File: config.mk
export PLATFORM = sky130hd
export DESIGN_NAME = sa_seq_ctrl
export DESIGN_NICKNAME = d
export VERILOG_FILES = /design/src/rtl/sa_pkg.sv /design/src/rtl/sa_valid_skew.sv /design/src/rtl/sa_seq_ctrl.sv
export SDC_FILE = /design/constraint.sdc
export NUM_CORES = 1
export LEC_CHECK = 0
export BUFFER_PORTS_ARGS = -buffer_cell sky130_fd_sc_hd__buf_2
export CELL_PAD_IN_SITES_DETAIL_PLACEMENT = 1
export CELL_PAD_IN_SITES_GLOBAL_PLACEMENT = 1
export CORE_MARGIN = 8
export CORE_UTILIZATION = 25
export DETAILED_ROUTE_END_ITERATION = 16
export PLACE_DENSITY_LB_ADDON = 0.1
export REMOVE_ABC_BUFFERS = 1
export SLEW_MARGIN = 20
export SYNTH_ARGS = -nofsm -noshare
export SYNTH_HDL_FRONTEND = slang
export SYNTH_SLANG_ARGS = --single-unit
File: constraint.sdc
create_clock -name clk -period 2.3 [get_ports clk]
set_input_delay 0.345 -clock clk [delete_from_list [all_inputs] [get_ports clk]]
set_output_delay 0.345 -clock clk [all_outputs]
set_load 0.02 [all_outputs]
File: src/rtl/sa_pkg.sv
// Shared types and helpers for the systolic-array sequencer.
// Holds the FSM state encoding, the latched run configuration and
// the compute-phase length arithmetic used by sa_seq_ctrl.
package sa_pkg;

   // Width of the latched vector count (VEC_W of the sequencer must not exceed it)
   localparam int SA_NV_W  = 16;
   // Width of the compute-phase cycle counter
   localparam int SA_CNT_W = 24;

   typedef enum logic [1:0] {
      IDLE    = 2'd0,
      LOAD_W  = 2'd1,
      COMPUTE = 2'd2,
      DONE    = 2'd3
   } sa_state_e;

   typedef struct packed {
      logic [SA_NV_W-1:0] num_vec;
      logic               mode;
      logic               sx;
      logic               sy;
      logic               skip_weight;
   } sa_cfg_t;

   // Compute phase spans the vectors plus the skew fill/drain of rows and columns
   function automatic logic [SA_CNT_W-1:0] sa_compute_len(input logic [SA_NV_W-1:0] num_vec,
                                                          input int rows, input int cols,
                                                          input int pe_lat);
      return SA_CNT_W'(num_vec) + SA_CNT_W'(rows + cols - 32'sd2 + pe_lat);
   endfunction

   // First compute cycle at which the bottom of column 0 holds a result
   function automatic logic [SA_CNT_W-1:0] sa_col0_first(input int rows, input int pe_lat);
      return SA_CNT_W'(rows - 32'sd1 + pe_lat);
   endfunction

endpackage

File: src/rtl/sa_valid_skew.sv
// Turns one registered valid bit into DEPTH copies, each delayed one more
// cycle than the previous. Tap 0 is the input itself (already a flop upstream),
// so every output bit is driven by a register.
module sa_valid_skew #(
   parameter int DEPTH = 4
) (
   input  logic             clk,
   input  logic             reset,
   input  logic             clr,
   input  logic             valid_in,
   output logic [DEPTH-1:0] valid_out
);

   logic [DEPTH-1:1] stage_r;

   // Shift the valid down the taps; clr empties the pipe so strobes drop at once
   always_ff @(posedge clk) begin
      if (reset || clr) begin
         stage_r <= {(DEPTH-1){1'b0}};
      end else begin
         stage_r[1] <= valid_in;
         for (int i = 2; i < DEPTH; i++) begin
            stage_r[i] <= stage_r[i-1];
         end
      end
   end

   assign valid_out = {stage_r, valid_in};

endmodule

File: src/rtl/sa_seq_ctrl.sv
// Weight-stationary systolic array sequencer: loads weights through the
// horizontal chain, streams skewed input vectors, flags per-column results
// and pulses done. Optional performance counters are built when the macro
// SA_SEQ_CTRL_PERF_EN is defined.
module sa_seq_ctrl
   import sa_pkg::*;
#(
   parameter int ROWS   = 4,
   parameter int COLS   = 4,
   parameter int VEC_W  = 8,
   parameter int PE_LAT = 1
) (
   input  logic                     clk,
   input  logic                     reset,
   input  logic                     start,
   input  logic                     abort,
   input  logic [VEC_W-1:0]         cfg_num_vec,
   input  logic                     cfg_mode,
   input  logic                     cfg_sx,
   input  logic                     cfg_sy,
   input  logic                     cfg_skip_weight,
   output logic                     busy,
   output logic                     done,
   output logic                     load_weight,
   output logic                     out_model,
   output logic                     Sx,
   output logic                     Sy,
   output logic                     w_rd_en,
   output logic [$clog2(COLS)-1:0]  w_rd_addr,
   output logic [ROWS-1:0]          x_row_en,
   output logic [VEC_W-1:0]         x_vec_idx,
   output logic [COLS-1:0]          out_col_valid
`ifdef SA_SEQ_CTRL_PERF_EN
   ,
   output logic [31:0]              perf_busy_cyc,
   output logic [15:0]              perf_runs
`endif
);

   localparam int AW = $clog2(COLS);

   sa_state_e             state_r;
   sa_cfg_t               cfg_r;
   sa_cfg_t               cfg_in_s;
   logic [AW-1:0]         k_r;
   logic [SA_CNT_W-1:0]   t_r;
   logic                  row0_en_r;
   logic                  col0_val_r;
   logic [SA_CNT_W-1:0]   n_s;
   logic [SA_CNT_W-1:0]   len_s;
   logic [SA_CNT_W-1:0]   t_nxt_s;
   logic [SA_CNT_W-1:0]   col_first_s;
   logic                  row0_nxt_s;
   logic                  col0_nxt_s;
   logic                  skew_clr_s;

   // Next-cycle strobe windows for row 0 and the bottom of column 0
   always_comb begin
      cfg_in_s.num_vec     = SA_NV_W'(cfg_num_vec);
      cfg_in_s.mode        = cfg_mode;
      cfg_in_s.sx          = cfg_sx;
      cfg_in_s.sy          = cfg_sy;
      cfg_in_s.skip_weight = cfg_skip_weight;
      n_s         = SA_CNT_W'(cfg_r.num_vec);
      len_s       = sa_compute_len(cfg_r.num_vec, ROWS, COLS, PE_LAT);
      col_first_s = sa_col0_first(ROWS, PE_LAT);
      t_nxt_s     = t_r + SA_CNT_W'(1'b1);
      row0_nxt_s  = (t_nxt_s < n_s);
      col0_nxt_s  = (t_nxt_s >= col_first_s) && (t_nxt_s < (col_first_s + n_s));
      skew_clr_s  = abort && (state_r != IDLE);
   end

   // Run sequencing FSM with all control outputs registered alongside the state
   always_ff @(posedge clk) begin
      if (reset) begin
         state_r     <= IDLE;
         cfg_r       <= {$bits(sa_cfg_t){1'b0}};
         k_r         <= {AW{1'b0}};
         t_r         <= {SA_CNT_W{1'b0}};
         row0_en_r   <= 1'b0;
         col0_val_r  <= 1'b0;
         busy        <= 1'b0;
         done        <= 1'b0;
         load_weight <= 1'b0;
         w_rd_en     <= 1'b0;
         w_rd_addr   <= {AW{1'b0}};
         x_vec_idx   <= {VEC_W{1'b0}};
      end else if (skew_clr_s) begin
         // Abort: back to IDLE, every strobe low, no done; latched cfg is kept
         state_r     <= IDLE;
         k_r         <= {AW{1'b0}};
         t_r         <= {SA_CNT_W{1'b0}};
         row0_en_r   <= 1'b0;
         col0_val_r  <= 1'b0;
         busy        <= 1'b0;
         done        <= 1'b0;
         load_weight <= 1'b0;
         w_rd_en     <= 1'b0;
         w_rd_addr   <= {AW{1'b0}};
         x_vec_idx   <= {VEC_W{1'b0}};
      end else begin
         case (state_r)
            IDLE: begin
               done <= 1'b0;
               if (start) begin
                  cfg_r     <= cfg_in_s;
                  busy      <= 1'b1;
                  k_r       <= {AW{1'b0}};
                  t_r       <= {SA_CNT_W{1'b0}};
                  x_vec_idx <= {VEC_W{1'b0}};
                  if (!cfg_in_s.skip_weight) begin
                     // Farthest column's weight goes first
                     state_r     <= LOAD_W;
                     load_weight <= 1'b1;
                     w_rd_en     <= 1'b1;
                     w_rd_addr   <= AW'(COLS - 1);
                  end else if (cfg_in_s.num_vec != {SA_NV_W{1'b0}}) begin
                     state_r   <= COMPUTE;
                     row0_en_r <= 1'b1;
                  end else begin
                     state_r <= DONE;
                     done    <= 1'b1;
                  end
               end else begin
                  busy <= 1'b0;
               end
            end
            LOAD_W: begin
               if (cfg_r.skip_weight) begin
                  // Unreachable with a consistent cfg; recover quietly to IDLE
                  state_r     <= IDLE;
                  busy        <= 1'b0;
                  load_weight <= 1'b0;
                  w_rd_en     <= 1'b0;
                  w_rd_addr   <= {AW{1'b0}};
                  k_r         <= {AW{1'b0}};
               end else if (k_r == AW'(COLS - 1)) begin
                  load_weight <= 1'b0;
                  w_rd_en     <= 1'b0;
                  w_rd_addr   <= {AW{1'b0}};
                  k_r         <= {AW{1'b0}};
                  if (cfg_r.num_vec != {SA_NV_W{1'b0}}) begin
                     state_r   <= COMPUTE;
                     t_r       <= {SA_CNT_W{1'b0}};
                     row0_en_r <= 1'b1;
                     x_vec_idx <= {VEC_W{1'b0}};
                  end else begin
                     state_r <= DONE;
                     done    <= 1'b1;
                  end
               end else begin
                  k_r       <= k_r + AW'(1'b1);
                  w_rd_addr <= w_rd_addr - AW'(1'b1);
               end
            end
            COMPUTE: begin
               if (t_r == (len_s - SA_CNT_W'(1'b1))) begin
                  state_r    <= DONE;
                  done       <= 1'b1;
                  t_r        <= {SA_CNT_W{1'b0}};
                  row0_en_r  <= 1'b0;
                  col0_val_r <= 1'b0;
                  x_vec_idx  <= {VEC_W{1'b0}};
               end else begin
                  t_r        <= t_nxt_s;
                  row0_en_r  <= row0_nxt_s;
                  col0_val_r <= col0_nxt_s;
                  x_vec_idx  <= row0_nxt_s ? VEC_W'(t_nxt_s) : {VEC_W{1'b0}};
               end
            end
            DONE: begin
               state_r <= IDLE;
               done    <= 1'b0;
               busy    <= 1'b0;
            end
            default: begin
               state_r     <= IDLE;
               busy        <= 1'b0;
               done        <= 1'b0;
               load_weight <= 1'b0;
               w_rd_en     <= 1'b0;
               row0_en_r   <= 1'b0;
               col0_val_r  <= 1'b0;
            end
         endcase
      end
   end

   assign out_model = cfg_r.mode;
   assign Sx        = cfg_r.sx;
   assign Sy        = cfg_r.sy;

   sa_valid_skew #(.DEPTH(ROWS)) u_row_skew (
      .clk       (clk),
      .reset     (reset),
      .clr       (skew_clr_s),
      .valid_in  (row0_en_r),
      .valid_out (x_row_en)
   );

   sa_valid_skew #(.DEPTH(COLS)) u_col_skew (
      .clk       (clk),
      .reset     (reset),
      .clr       (skew_clr_s),
      .valid_in  (col0_val_r),
      .valid_out (out_col_valid)
   );

`ifdef SA_SEQ_CTRL_PERF_EN
   // Saturating busy-cycle and completed-run counters, cleared only by reset
   always_ff @(posedge clk) begin
      if (reset) begin
         perf_busy_cyc <= 32'd0;
         perf_runs     <= 16'd0;
      end else begin
         if (busy && (perf_busy_cyc != {32{1'b1}})) begin
            perf_busy_cyc <= perf_busy_cyc + 32'd1;
         end else begin
            perf_busy_cyc <= perf_busy_cyc;
         end
         if (done && (perf_runs != {16{1'b1}})) begin
            perf_runs <= perf_runs + 16'd1;
         end else begin
            perf_runs <= perf_runs;
         end
      end
   end
`endif

endmodule

==> out/results.ini <==
[floorplan]
initial_core_util_pct = 25.6
die_w_microns = 144
die-area_sq_um = 20700
dieHeight_microns = 144
core_sq_um = 15900
rows = 46
ioPinCount = 41

[global_route]
grt_use_total_pct = 17.0
antenna_found_initial = 0
gr-usage-met3_pct = 2.85
overflow = 0
grt_first_pass_wirelength_microns = 27100
gr-max-usage-layer = met2
grt_pass1_vias = 4976
grt_max_degree = 16
met2_usage_pct = 28.9
grtUsageMet1_pct = 21.4

[detailed_routing]
drtAntennaViolNets = 0
drcViolationCount = 0
num_vias = 4476
vias_per_cell = 4.95
first_iter_violations = 196
wl_per_cell_microns = 18.3
firstDrtPassIters = 4
drt-total-wl_microns = 16600

[clock_network]
cts_buffer_depth = 2
cts.sinks = 61
clk_pin_slew_ns = 0.05
cts-root-buf = clkbuf_16
hold_buffers = 0
clkLatencyLatePin_ns = 0.34
htreeDepth = 3
cts_tree = yes
cts_made_buffers = 9

[final_layout]
drive_above_1_share_pct = 43.8
final_cells = 905
final_cell_mix = buf_4 (117), nand2_1 (66), dfxtp_1 (51)
areaGrowthSynthToFinish_pct = 57.4
nets = 727
antennaDiodeCount = 0
n_fill_cell = 1903
layout_commonest_cell = buf_4

[worst_setup_path]
cp-end-kind = flop
path_class = reg2reg
start_kind = flop
path_common_cell = buf_12
crit_family = compound AO/OA/AOI/OAI gates
crit_path_cell_trace = inv_4, ha_4, or3_4, a221oi_4, a41oi_2, buf_4, o41ai_4, buf_12, buf_12, buf_8, o21ai_2, a22oi_1, nor2_1
max_stage_delay_ns = 0.36
cp.buffers_inverters = 5
crit_slowest_cell = dfxtp_4
worstPathRequired_ns = 2.52
critPathMaxFanout = 5
cp.arrival_ns = 2.70

[power_and_ir_drop]
p_per_area_nw_per_um2 = 880
power.leakage_nw = 2.65
total_power_mw = 5.66
peakVddDrop_uv = 452

[placed_design]
dp_cells = 863
port_buffers = 40
gp_congestion = 0.829
hpwl_microns = 12100

[synth]
ys_ff_latch = 61
ys_types = 68
synth_edf_count = 0
synth_cells = 519
synth_seq_area_share_pct = 29.9
ys_async_sr_fraction_pct = 0
syn_area_per_cell_sq_um = 7.88
synth_flop_cell = dfxtp_1
ys_warn_count = 0
synth_area_sq_um = 4090

[timing]
worstMarginPinSlew_ns = 0.524
finalSetupViolCount = 33
finClkSkew_ns = 0.00828
fin_crit_ns = 2.47
finalHoldViolCount = 0
slew_violations = 0
fin_crit_sh_pct = 107
rsz0062_at_grt = yes
relSlewSlack_pct = 64.7
max_freq_mhz = 404
fin_ws_ns = -0.172

[hold_path]
hold_class = in2reg

[run_status]
status = complete, but fails checks
violations = negative setup slack

[run]
maxCapViolCount = 0

==> area by class of cell <==
class | count | area (sq um) | area share (%)
Clock buffer | 14 | 284 | 4.41
Sequential cell | 61 | 1240 | 19.3
Multi-Input combinational cell | 400 | 3060 | 47.6
Timing Repair Buffer | 185 | 1460 | 22.7
Clock inverter | 2 | 15.0 | 0.233
Tap cell | 216 | 270 | 4.20
Inverter | 27 | 104 | 1.61
==> worst min-delay path, cell delays in order <==
cell,delay (ns)
buf_2,0.10
nand2_1,0.05
a21oi_1,0.05
==> synthesized netlist by cell type (3+ instances only) <==
| library cell | n | area, sq um |
|---|---|---|
| a21boi_0 | 3 | 22.5 |
| a21o_1 | 4 | 30.0 |
| a21oi_1 | 41 | 205 |
| a22oi_1 | 4 | 30.0 |
| a311oi_1 | 3 | 26.3 |
| a31oi_1 | 8 | 50.1 |
| and2_1 | 9 | 56.3 |
| and2_2 | 3 | 22.5 |
| and3_1 | 6 | 37.5 |
| and4_1 | 5 | 43.8 |
| buf_2 | 11 | 55.1 |
| buf_4 | 4 | 30.0 |
| clkbuf_1 | 15 | 56.3 |
| dfxtp_1 | 61 | 1220 |
| ha_1 | 27 | 338 |
| inv_1 | 27 | 101 |
| mux2i_1 | 5 | 50.1 |
| nand2_1 | 71 | 267 |
| nand3_1 | 20 | 100 |
| nand3b_1 | 6 | 45.0 |
| nand4_1 | 13 | 81.3 |
| nor2_1 | 34 | 128 |
| nor2b_1 | 3 | 18.8 |
| nor3_1 | 10 | 50.1 |
| nor4_1 | 12 | 75.1 |
| o21ai_0 | 21 | 105 |
| o21ai_1 | 10 | 50.1 |
| o41ai_1 | 3 | 26.3 |
| or3_1 | 6 | 37.5 |
| xnor2_1 | 16 | 140 |
| xor2_1 | 6 | 52.6 |
==> worst paths after layout <==
check                                 start                         to  slack (ns)  cells after the start
setup / recovery      cfg_r[6]$_SDFFE_PP0P_       t_r[15]$_SDFFE_PP0P_       -0.17                     13
hold reg to reg   x_vec_idx[3]$_SDFFE_PP0P_  x_vec_idx[3]$_SDFFE_PP0P_        0.44                      2
hold / removal                       cfg_sy            Sy$_SDFFE_PP0P_        0.25                      3
setup reg to reg      cfg_r[6]$_SDFFE_PP0P_       t_r[15]$_SDFFE_PP0P_       -0.17                     13
==> flip-flops by register name, summed over array words and instances, names as in the netlist <==
register / count
col0_val_r: 1
state_r: 2
t_r: 24
Sy: 1
u_row_skew.stage_r: 3
k_r: 2
out_model: 1
Sx: 1
row0_en_r: 1
x_vec_idx: 8
u_col_skew.stage_r: 3
w_rd_addr: 2
w_rd_en: 1
cfg_r: 9
busy: 1
done: 1
==> kinds of logic after synthesis <==
family                   share of synthesized area (%)
AO/OA/AOI/OAI                                     19.3
XOR/XNOR                                          4.71
adder cells (fa/ha/maj)                           8.26
buffers and inverters                             6.49
flip-flops                                        29.9
multiplexers                                      1.50
AND/OR/NAND/NOR                                   29.9
==> where the power goes <==
| part | total, mW | internal [mW] | switching [mW] |
|---|---|---|---|
| combinational | 3.04 | 1.45 | 1.59 |
| sequential | 1.26 | 1.16 | 0.0986 |
| clock | 1.36 | 0.848 | 0.515 |
==> what timing repair did <==
action	in CTS	in global routing
setup buffers	24	5
gates cloned	1	0
resized for setup	105	41
pin swaps	27	12
endpoints found under the setup margin	37	37
==> metal layers <==
layer	routed length, microns	up-vias	share of wire [%]
li1	-	2202	-
met1	7780	2200	47
met2	8070	59	49
met3	533	15	3.2
met4	174	0	1.1
met5	0	-	0
==> per-stage QoR <==
stage	utilization (%)	setup WS (ns)	TNS, ns	hold slack [ns]	instance area, sq um
global route	40.4	-0.342	-7.92	0.266	6430
finish	40.4	-0.172	-3.16	0.254	6430
global placement	33.5	-0.312	-6.71	0.434	5350
CTS	39.1	-0.173	-2.38	0.242	6230
detailed placement	33.5	-0.435	-9.60	0.437	5350
floorplan	-	-0.289	-4.57	0.414	3930
(Power assumes the default switching activity.)
